--- config.mk ---
export PLATFORM = sky130hd
export DESIGN_NAME = q2a03_bus_sequencer
export DESIGN_NICKNAME = d
export VERILOG_FILES = /design/src/rtl/q2a03_pkg.sv /design/src/rtl/q2a03_clk_div.sv /design/src/rtl/q2a03_bus_sequencer.sv
export SDC_FILE = /design/constraint.sdc
export NUM_CORES = 1
export LEC_CHECK = 0
export CAP_MARGIN = 20
export CORE_ASPECT_RATIO = 0.6
export CORE_MARGIN = 3
export CORE_UTILIZATION = 25
export CTS_CLUSTER_DIAMETER = 60
export DETAILED_ROUTE_END_ITERATION = 6
export GPL_ROUTABILITY_DRIVEN = 0
export GPL_TIMING_DRIVEN = 0
export HOLD_SLACK_MARGIN = 0.08
export SYNTH_ARGS = -nofsm -noshare
export SYNTH_HDL_FRONTEND = slang
export SYNTH_SLANG_ARGS = --single-unit
--- constraint.sdc ---
create_clock -name G_clock -period 4.3 [get_ports G_clock]
set_input_delay 0.645 -clock G_clock [delete_from_list [all_inputs] [get_ports G_clock]]
set_output_delay 0.645 -clock G_clock [all_outputs]
set_load 0.02 [all_outputs]
--- src/rtl/q2a03_pkg.sv ---
// Q2A03 bus-sequencer shared definitions: default timing, skip encodings,
// request record and the T-state shift helper.
package q2a03_pkg;

  localparam int DIV_DEFAULT        = 12;
  localparam int PHI2_START_DEFAULT = 6;
  localparam int ADDR_W_DEFAULT     = 16;
  localparam int DATA_W_DEFAULT     = 8;

  // Number of extra T-states skipped at the next sequencer advance.
  localparam logic [1:0] SKIP_NONE = 2'd0;
  localparam logic [1:0] SKIP_1    = 2'd1;
  localparam logic [1:0] SKIP_2    = 2'd2;
  localparam logic [1:0] SKIP_3    = 2'd3;

  // One datapath transaction as presented by the core.
  typedef struct packed {
    logic                      write;
    logic [ADDR_W_DEFAULT-1:0] addr;
    logic [DATA_W_DEFAULT-1:0] wdata;
  } q2a03_req_t;

  // Shift distance applied to the one-hot T-state on a normal advance.
  function automatic logic [4:0] skip_shift(input logic [1:0] skip);
    return {3'b000, skip} + 5'd1;
  endfunction

endpackage

--- src/rtl/q2a03_clk_div.sv ---
// Master-clock divider: tick counter 0..DIV-1, registered phi2 phase and the
// end-of-cycle strobe. Shared with the PPU/APU timing blocks.
module q2a03_clk_div
  import q2a03_pkg::*;
#(
  parameter int DIV        = DIV_DEFAULT,
  parameter int PHI2_START = PHI2_START_DEFAULT,
  parameter int TICK_W     = $clog2(DIV)
) (
  input  logic              G_clock,
  input  logic              G_reset,
  output logic [TICK_W-1:0] tick,
  output logic              G_phy2,
  output logic              cyc_end
);

  logic [TICK_W-1:0] tick_r;
  logic [TICK_W-1:0] tick_s;
  logic              phy2_r;
  logic              phy2_s;
  logic              cyc_end_s;

  // Next tick value and the phi2 level that goes with it.
  always_comb begin
    cyc_end_s = (tick_r == TICK_W'(DIV - 1));
    tick_s    = tick_r + {{(TICK_W-1){1'b0}}, 1'b1};
    if (cyc_end_s) begin
      tick_s = {TICK_W{1'b0}};
    end else begin
      tick_s = tick_r + {{(TICK_W-1){1'b0}}, 1'b1};
    end
    phy2_s = (tick_s >= TICK_W'(PHI2_START));
  end

  // Tick counter and phi2 phase register.
  always_ff @(posedge G_clock or negedge G_reset) begin
    if (!G_reset) begin
      tick_r <= {TICK_W{1'b0}};
      phy2_r <= 1'b0;
    end else begin
      tick_r <= tick_s;
      phy2_r <= phy2_s;
    end
  end

  assign tick    = tick_r;
  assign G_phy2  = phy2_r;
  assign cyc_end = cyc_end_s;

endmodule

--- src/rtl/q2a03_bus_sequencer.sv ---
// Q2A03 bus-cycle engine: one bus transaction per CPU cycle, read stalls on
// G_ready, one-hot T-state sequencer with skip/restart.
// Optional build macro Q2A03_BUS_STALL_CNT_EN adds stall_clr / stall_cnt.
module q2a03_bus_sequencer
  import q2a03_pkg::*;
#(
  parameter int DIV        = DIV_DEFAULT,
  parameter int PHI2_START = PHI2_START_DEFAULT,
  parameter int CYCLE_W    = 8,
  parameter int ADDR_W     = 16,
  parameter int DATA_W     = 8
) (
  input  logic               G_clock,
  input  logic               G_reset,
  input  logic               G_ready,
  input  logic [DATA_W-1:0]  G_rd_data,
  output logic [ADDR_W-1:0]  G_addr,
  output logic [DATA_W-1:0]  G_wr_data,
  output logic               G_rdwr,
  output logic               G_phy2,
  output logic               G_sync,
  input  logic               req_valid,
  output logic               req_ready,
  input  logic               req_write,
  input  logic [ADDR_W-1:0]  req_addr,
  input  logic [DATA_W-1:0]  req_wdata,
  output logic               rsp_valid,
  output logic [DATA_W-1:0]  rsp_data,
  input  logic [1:0]         seq_skip,
  input  logic               seq_restart,
  output logic [CYCLE_W-1:0] cycle,
  output logic               cyc_end
`ifdef Q2A03_BUS_STALL_CNT_EN
  ,
  input  logic               stall_clr,
  output logic [15:0]        stall_cnt
`endif
);

  localparam int TICK_W = $clog2(DIV);

  logic [TICK_W-1:0]  tick_s;
  logic               cyc_end_s;
  logic               req_ready_s;
  logic               stall_event_s;

  logic [ADDR_W-1:0]  addr_r,      addr_s;
  logic [DATA_W-1:0]  wdata_r,     wdata_s;
  logic               rdwr_r,      rdwr_s;
  logic               stall_r,     stall_s;
  logic               rsp_valid_r, rsp_valid_s;
  logic [DATA_W-1:0]  rsp_data_r,  rsp_data_s;
  logic [CYCLE_W-1:0] cycle_r,     cycle_s;

  // Restart wins over skip; bits pushed past the top are lost, so an
  // all-zero state sticks until the next restart.
  function automatic logic [CYCLE_W-1:0] advance_cycle(
    input logic [CYCLE_W-1:0] cur,
    input logic [1:0]         skip,
    input logic               restart
  );
    logic [CYCLE_W-1:0] nxt;
    if (restart) begin
      nxt = {{(CYCLE_W-1){1'b0}}, 1'b1};
    end else begin
      nxt = cur << skip_shift(skip);
    end
    return nxt;
  endfunction

  q2a03_clk_div #(
    .DIV        (DIV),
    .PHI2_START (PHI2_START),
    .TICK_W     (TICK_W)
  ) u_clk_div (
    .G_clock (G_clock),
    .G_reset (G_reset),
    .tick    (tick_s),
    .G_phy2  (G_phy2),
    .cyc_end (cyc_end_s)
  );

  assign req_ready_s   = (tick_s == {TICK_W{1'b0}}) && !stall_r;
  assign stall_event_s = cyc_end_s && rdwr_r && !G_ready;

  // Request latch at tick 0, then end-of-cycle completion or read stall.
  always_comb begin
    addr_s      = addr_r;
    wdata_s     = wdata_r;
    rdwr_s      = rdwr_r;
    stall_s     = stall_r;
    rsp_valid_s = 1'b0;
    rsp_data_s  = rsp_data_r;
    cycle_s     = cycle_r;
    if (req_ready_s) begin
      if (req_valid) begin
        addr_s  = req_addr;
        wdata_s = req_wdata;
        rdwr_s  = !req_write;
      end else begin
        rdwr_s  = 1'b1;
      end
    end else if (cyc_end_s) begin
      if (stall_event_s) begin
        stall_s = 1'b1;
      end else begin
        stall_s     = 1'b0;
        rsp_valid_s = 1'b1;
        if (rdwr_r) begin
          rsp_data_s = G_rd_data;
        end else begin
          rsp_data_s = rsp_data_r;
        end
        cycle_s = advance_cycle(cycle_r, seq_skip, seq_restart);
      end
    end else begin
      rsp_valid_s = 1'b0;
    end
  end

  // Bus, response and sequencer state registers.
  always_ff @(posedge G_clock or negedge G_reset) begin
    if (!G_reset) begin
      addr_r      <= {ADDR_W{1'b0}};
      wdata_r     <= {DATA_W{1'b0}};
      rdwr_r      <= 1'b1;
      stall_r     <= 1'b0;
      rsp_valid_r <= 1'b0;
      rsp_data_r  <= {DATA_W{1'b0}};
      cycle_r     <= {{(CYCLE_W-1){1'b0}}, 1'b1};
    end else begin
      addr_r      <= addr_s;
      wdata_r     <= wdata_s;
      rdwr_r      <= rdwr_s;
      stall_r     <= stall_s;
      rsp_valid_r <= rsp_valid_s;
      rsp_data_r  <= rsp_data_s;
      cycle_r     <= cycle_s;
    end
  end

`ifdef Q2A03_BUS_STALL_CNT_EN
  logic [15:0] stall_cnt_r, stall_cnt_s;

  // Saturating count of stalled CPU cycles; clear has priority.
  always_comb begin
    stall_cnt_s = stall_cnt_r;
    if (stall_clr) begin
      stall_cnt_s = 16'h0000;
    end else if (stall_event_s && (stall_cnt_r != 16'hFFFF)) begin
      stall_cnt_s = stall_cnt_r + 16'h0001;
    end else begin
      stall_cnt_s = stall_cnt_r;
    end
  end

  // Stall counter register.
  always_ff @(posedge G_clock or negedge G_reset) begin
    if (!G_reset) begin
      stall_cnt_r <= 16'h0000;
    end else begin
      stall_cnt_r <= stall_cnt_s;
    end
  end

  assign stall_cnt = stall_cnt_r;
`else
  // Stall counting not built: no counter state.
`endif

  assign G_addr    = addr_r;
  assign G_wr_data = wdata_r;
  assign G_rdwr    = rdwr_r;
  assign G_sync    = cycle_r[0];
  assign req_ready = req_ready_s;
  assign rsp_valid = rsp_valid_r;
  assign rsp_data  = rsp_data_r;
  assign cycle     = cycle_r;
  assign cyc_end   = cyc_end_s;

endmodule

* After elaboration in Yosys (flattened, before gate mapping)
Index checks and enable logic that the tools add are counted.
** Word-level totals
- Flip-flop bits (word level) :: 48
- Input port bits :: 40
- Word-level logic and storage cells :: 34
** Cells by class
- Add/sub/neg operators :: 2
- Order comparisons :: 1
- Equal/unequal tests :: 1
- Shift operators :: 1
- Muxes and demuxes :: 7
- Bitwise gates (word level) :: 2
- Reductions and logical operators :: 11
** Operators with widths (count)
- $mux 8 :: 1
- $shl 8x3->8 :: 1
- $mux 1 :: 5
- $add 4x1->4 const B :: 1
- $eq 4x4->1 const B :: 1
- $ge 4x3->1 const B :: 1
- $logic_not 4->1 :: 1
- $mux 4 :: 1
- $reduce_and 2->1 :: 2
- $reduce_and 4->1 :: 1
- $add 2x1->3 const B :: 1
- $logic_and 1x1->1 :: 3
- $logic_not 1->1 :: 3
- $reduce_and 3->1 :: 1
- $not 1->1 :: 2

* Depth between registers and ports, before layout
- Depth after elaboration :: 6
- Depth in mapped cells :: 8

* By module
Synthesis repeated with hierarchy kept, for this count alone.
** Second synthesis, totals
- Cell total of the unflattened synthesis :: 164
- Area total of the unflattened synthesis :: 2258.4 um^2
** Modules (own cells, without submodules)
- q2a03_bus_sequencer :: instances 1, cells an instance 144, area an instance 2025.7 um^2, sequential area each 1078.5 um^2
- q2a03_clk_div :: instances 1, cells an instance 20, area an instance 232.7 um^2, sequential area each 125.1 um^2

* Least setup slack after synthesis
Ideal clock, no wire load.
- Kind :: in2reg
- From :: input seq_skip[0]
- To :: register cycle_r[5] (netlist: cycle[5])
- Library setup time :: 132 ps
- Arrival :: 2266 ps
- Path slack :: 1902 ps
- Cell stages on the path :: 8
- Path buffers :: 3
- Path through :: buf_2 > clkbuf_1 > inv_1 > ha_1 > buf_2 > mux4_2 > nand2_1 > a211oi_1
** On the way
- Word-level cells in the longest chain between the ends :: 3
** Ends and longest elaborated chain
- start, declared :: line q2a03_bus_sequencer.sv:29 : input logic [1:0] seq_skip,
- $add 2x1->3 :: line q2a03_pkg.sv:25 : return {3'b000, skip} + 5'd1;
- $shl 8x3->8 :: line q2a03_bus_sequencer.sv:66 : nxt = cur << skip_shift(skip);
- $mux 8 :: line q2a03_bus_sequencer.sv:63 : if (restart) begin
- end signal, assigned :: line q2a03_bus_sequencer.sv:130 : cycle_r <= {{(CYCLE_W-1){1'b0}}, 1'b1};
- end signal, assigned :: line q2a03_bus_sequencer.sv:138 : cycle_r <= cycle_s;
- end, declared :: line q2a03_bus_sequencer.sv:53 : logic [CYCLE_W-1:0] cycle_r, cycle_s;
No other way between the ends.
A chain may end at the register's enable or synchronous reset.

* Final worst setup path
- From :: input seq_skip[0]
- To :: register cycle_r[6] (netlist: cycle[6])
Same word-level chain as after synthesis.

==> summary.md <==
| Metric | Value |
|---|---|
| Status | finished, final reports clean |
| DP Area | 0.00328 mm^2 |
| Leak | approximately 1.5 nW |
| Number of synthesized flops with an enable pin | 0 |
| DRC errors left | 0 |
| N_diodes | 0 |
| Worst Skew | 4.69 ps |
| Final Cycle Share | 68.3% |
| Synth-to-Final Area Change | 51.5% |
| Non-filler cells, final | 368 |
| Layout Utilization | 39.6% |
| Mean Syn Cell Area | 14.0 um^2 |
| Footprint of the multi-input gates | 990 um^2 |
| Drt via density | 4.46 |
| CTS Hold Bufs | 0 |
| Peak VDD IR | between 0.2 and 0.25 mV |
| Antenna violations before repair | 0 |
| Placed Cells | 360 |
| CTS Buf Count | 5 |
| Largest net degree at the start of global routing | 29 |
| Synth Flop Type | dfrtp_1 |
| RSZ-0062 raised after global routing | false |
| Routed WL per cell | about 15 um |
| Post-synthesis async set-or-reset flop share | 100% |
| Total GRT Usage | 10.6% |
| Max-cap violations | 0 |
| Flops & latches, synth | between 40 and 50 |
| CTS tree | built |
| Core Footprint | 0.00869 mm^2 |
| Power Dens Cells | around 360 mW/mm^2 |
| DRT iter0 DRCs | 60 |
| Final setup violation count | 0 |
| Critical setup path kind | in -> reg |
| Rows | 26 |
| Critical path endpoint category | flop |
| Slew headroom | 67.0% |
| Netlist cell types | 40 |
| Layout Nets | 300 |
| Final Hold Fails | 0 |
| Register area | roughly 0.0012 mm^2 |
| Post CTS Setup Buffer Count | 0 |
| Max-slew violation count | 0 |
| Root buf cell | clkbuf_16 |
| Buffers on Ports | 85 |
| Critical Path AT | 3090 ps |
| Total Power | 1.24 mW |
| CTS Sinks | 48 |
| CP Launch Type | primary input |
| CTS Buffer Depth | 2 |
| Dominant cells by area after synthesis | dfrtp_1 (51%), mux2_4 (13%), mux2_2 (7.9%) |
| Global-route wire length before repair | 8680 um |
| Worst r2r src | u_clk_div.tick[0] |
| Layout cells sized above 1 | 23.0% |
| Dpl ws | 1110 ps |
| Reg power frac | 42.3% |
| Worst-Margin Slew | between 400 and 500 ps |
| Yosys top cell area share | 50.7% |
| FILL cells | 818 |
| Hold WC Path Type | in -> async |
| TNS Setup | 0 ps |
| Dominant cell type by area after synthesis | dfrtp_1 |
| Routed Antenna Nets | 0 |
| Sequential area share after synthesis | a little over half |
| Synth warn | 0 |
| Max FO, Critical Path | 10 |
| Finished layout cell area | 0.00344 mm^2 |
| Flop2flop setup slack | 2340 ps |
| Die Span X | 129 um |
| Post-route setup slack | around 1400 ps |
| Internal | 0.934 mW |
| Post_cts resized | 0 |
| CP endpoint | cycle[6] |
| Net Sw Frac | 24.9% |
| Initial Utilization | a little over a quarter |
| Post-DP HPWL | 4140 um |
| Via Count | between 1,500 and 2,000 |
| Num ports | 86 |
| Reg2Reg Depth | 5 |
| Synthesized area | 0.00227 mm^2 |
| Max frequency | ~340 MHz |
| Clock Power Share | approximately a third |
| Vias in the first global route | 1,646 |
| Post-Syn Instances | approximately 160 |
| Routed wire length | 5370 um |
| Net Switching | 0.309 mW |
| Fin crit period | roughly 3000 ps |
| CP Launch Point | seq_skip[0] |
| TritonRoute pass-1 iters | 6 |
| R2R Path End | rsp_data[1] |
| Clock transition at path regs | 60 ps |
| Die ar. | 0.0103 mm^2 |
| Global route overflow | 0 |
| Skew-Pair Late Insertion Delay | 280 ps |
| Die height | approximately 80 um |
| Final hold slack | 319 ps |
| Syn nets | 207 |
| Comb power frac | 22.9% |
| H-tree depth | 2 |
| Worst EP required | 4460 ps |
==> area by class of cell <==
class | count | area share (%)
Multi-Input combinational cell | 99 | 28.8
Buffer | 6 | 1.27
Clock buffer | 6 | 3.75
Clock inverter | 2 | 1.02
Inverter | 9 | 0.982
Timing Repair Buffer | 86 | 25.2
Sequential cell | 48 | 35.0
Tap cell | 112 | 4.07
==> power groups by stage <==
stage          Clock, mW  Sequential [mW]  Combinational [mW]
2_1_floorplan          0            0.583              0.0816
3_3_place_gp           0            0.533               0.284
3_5_place_dp           0            0.533               0.288
4_1_cts            0.448            0.526               0.288
5_1_grt            0.473            0.532               0.304
6_report           0.432            0.526               0.285
==> logic make-up (layout without fill, tap and decap cells) <==
| family | count (synthesis) | after routing | share of synthesized area, % |
|---|---|---|---|
| simple gates | 26 | 26 | 7.60 |
| fa+ha+maj | 5 | 5 | 2.75 |
| compound gates | 25 | 25 | 7.93 |
| buf+inv | 15 | 109 | 3.42 |
| xor+xnor | 1 | 1 | 0.386 |
| flops | 48 | 48 | 53.0 |
| mux | 42 | 42 | 24.9 |
==> routing by layer <==
layer	global-route usage [%]	vias to the layer above	wire [um]
met3	3.54	4	415
met4	1.57	0	18
met1	16.3	803	2710
met2	14.5	63	2220
met5	0	-	0
li1	-	770	-
==> how the worst min path moves through the flow <==
stage                     slack, ps            to
after floorplan                 350     G_addr[0]
after global routing            350      cycle[6]
final                           320      cycle[6]
after CTS                       340      cycle[6]
after global placement          490   rsp_data[2]
after detailed placement        490  G_wr_data[0]
==> worst max-delay path: stages <==
cell and delay, ps:
clkdlybuf4s50_1 480, buf_2 200, clkbuf_1 370, inv_1 90, ha_1 320, buf_2 200, nor3b_1 270, a211oi_1 120
o41ai_1 400
==> sequential cells by signal, indices dropped and copies added (netlist names) <==
register	cells
cycle	8
G_rdwr	1
rsp_data	8
u_clk_div.tick	4
u_clk_div.G_phy2	1
G_wr_data	8
stall_r	1
rsp_valid	1
G_addr	16
==> synth_stat cells (2+ instances only) <==
cell and n:
nand2_1 6, buf_2 2, o21a_1 2, ha_1 5, o21ai_0 2, inv_1 8
mux4_2 2, dfrtp_1 46, mux2_2 16, mux2_4 20, o41ai_1 2, mux2i_1 4
nor3b_1 2, and3b_1 2, nand2b_1 2, dfstp_2 2, o31ai_1 4, o2bb2ai_1 2
a21oi_1 3, a31oi_1 4, buf_6 2, nor2_1 5, a211oi_1 2
==> cell usage in the layout (no fill, tap or decap), types with 2 or more instances in the layout <==
cell type,synthesis,final
o41ai_1,2,2
clkbuf_1,1,2
inv_1,8,8
mux4_2,2,2
ha_1,5,5
mux2_2,16,16
nor3b_1,2,2
nand2b_1,2,2
a211oi_1,2,2
dfstp_2,2,2
a31oi_1,4,4
clkdlybuf4s50_1,0,84
o31ai_1,4,4
mux2_4,20,20
dfrtp_1,46,46
o21a_1,2,2
clkbuf_16,0,5
and3b_1,2,2
nor2_1,5,5
o21ai_0,2,2
a21oi_1,3,3
nand2_1,6,6
buf_2,2,3
buf_6,2,2
o2bb2ai_1,2,2
mux2i_1,4,4
No activity file was read; power rests on OpenSTA's default activity.
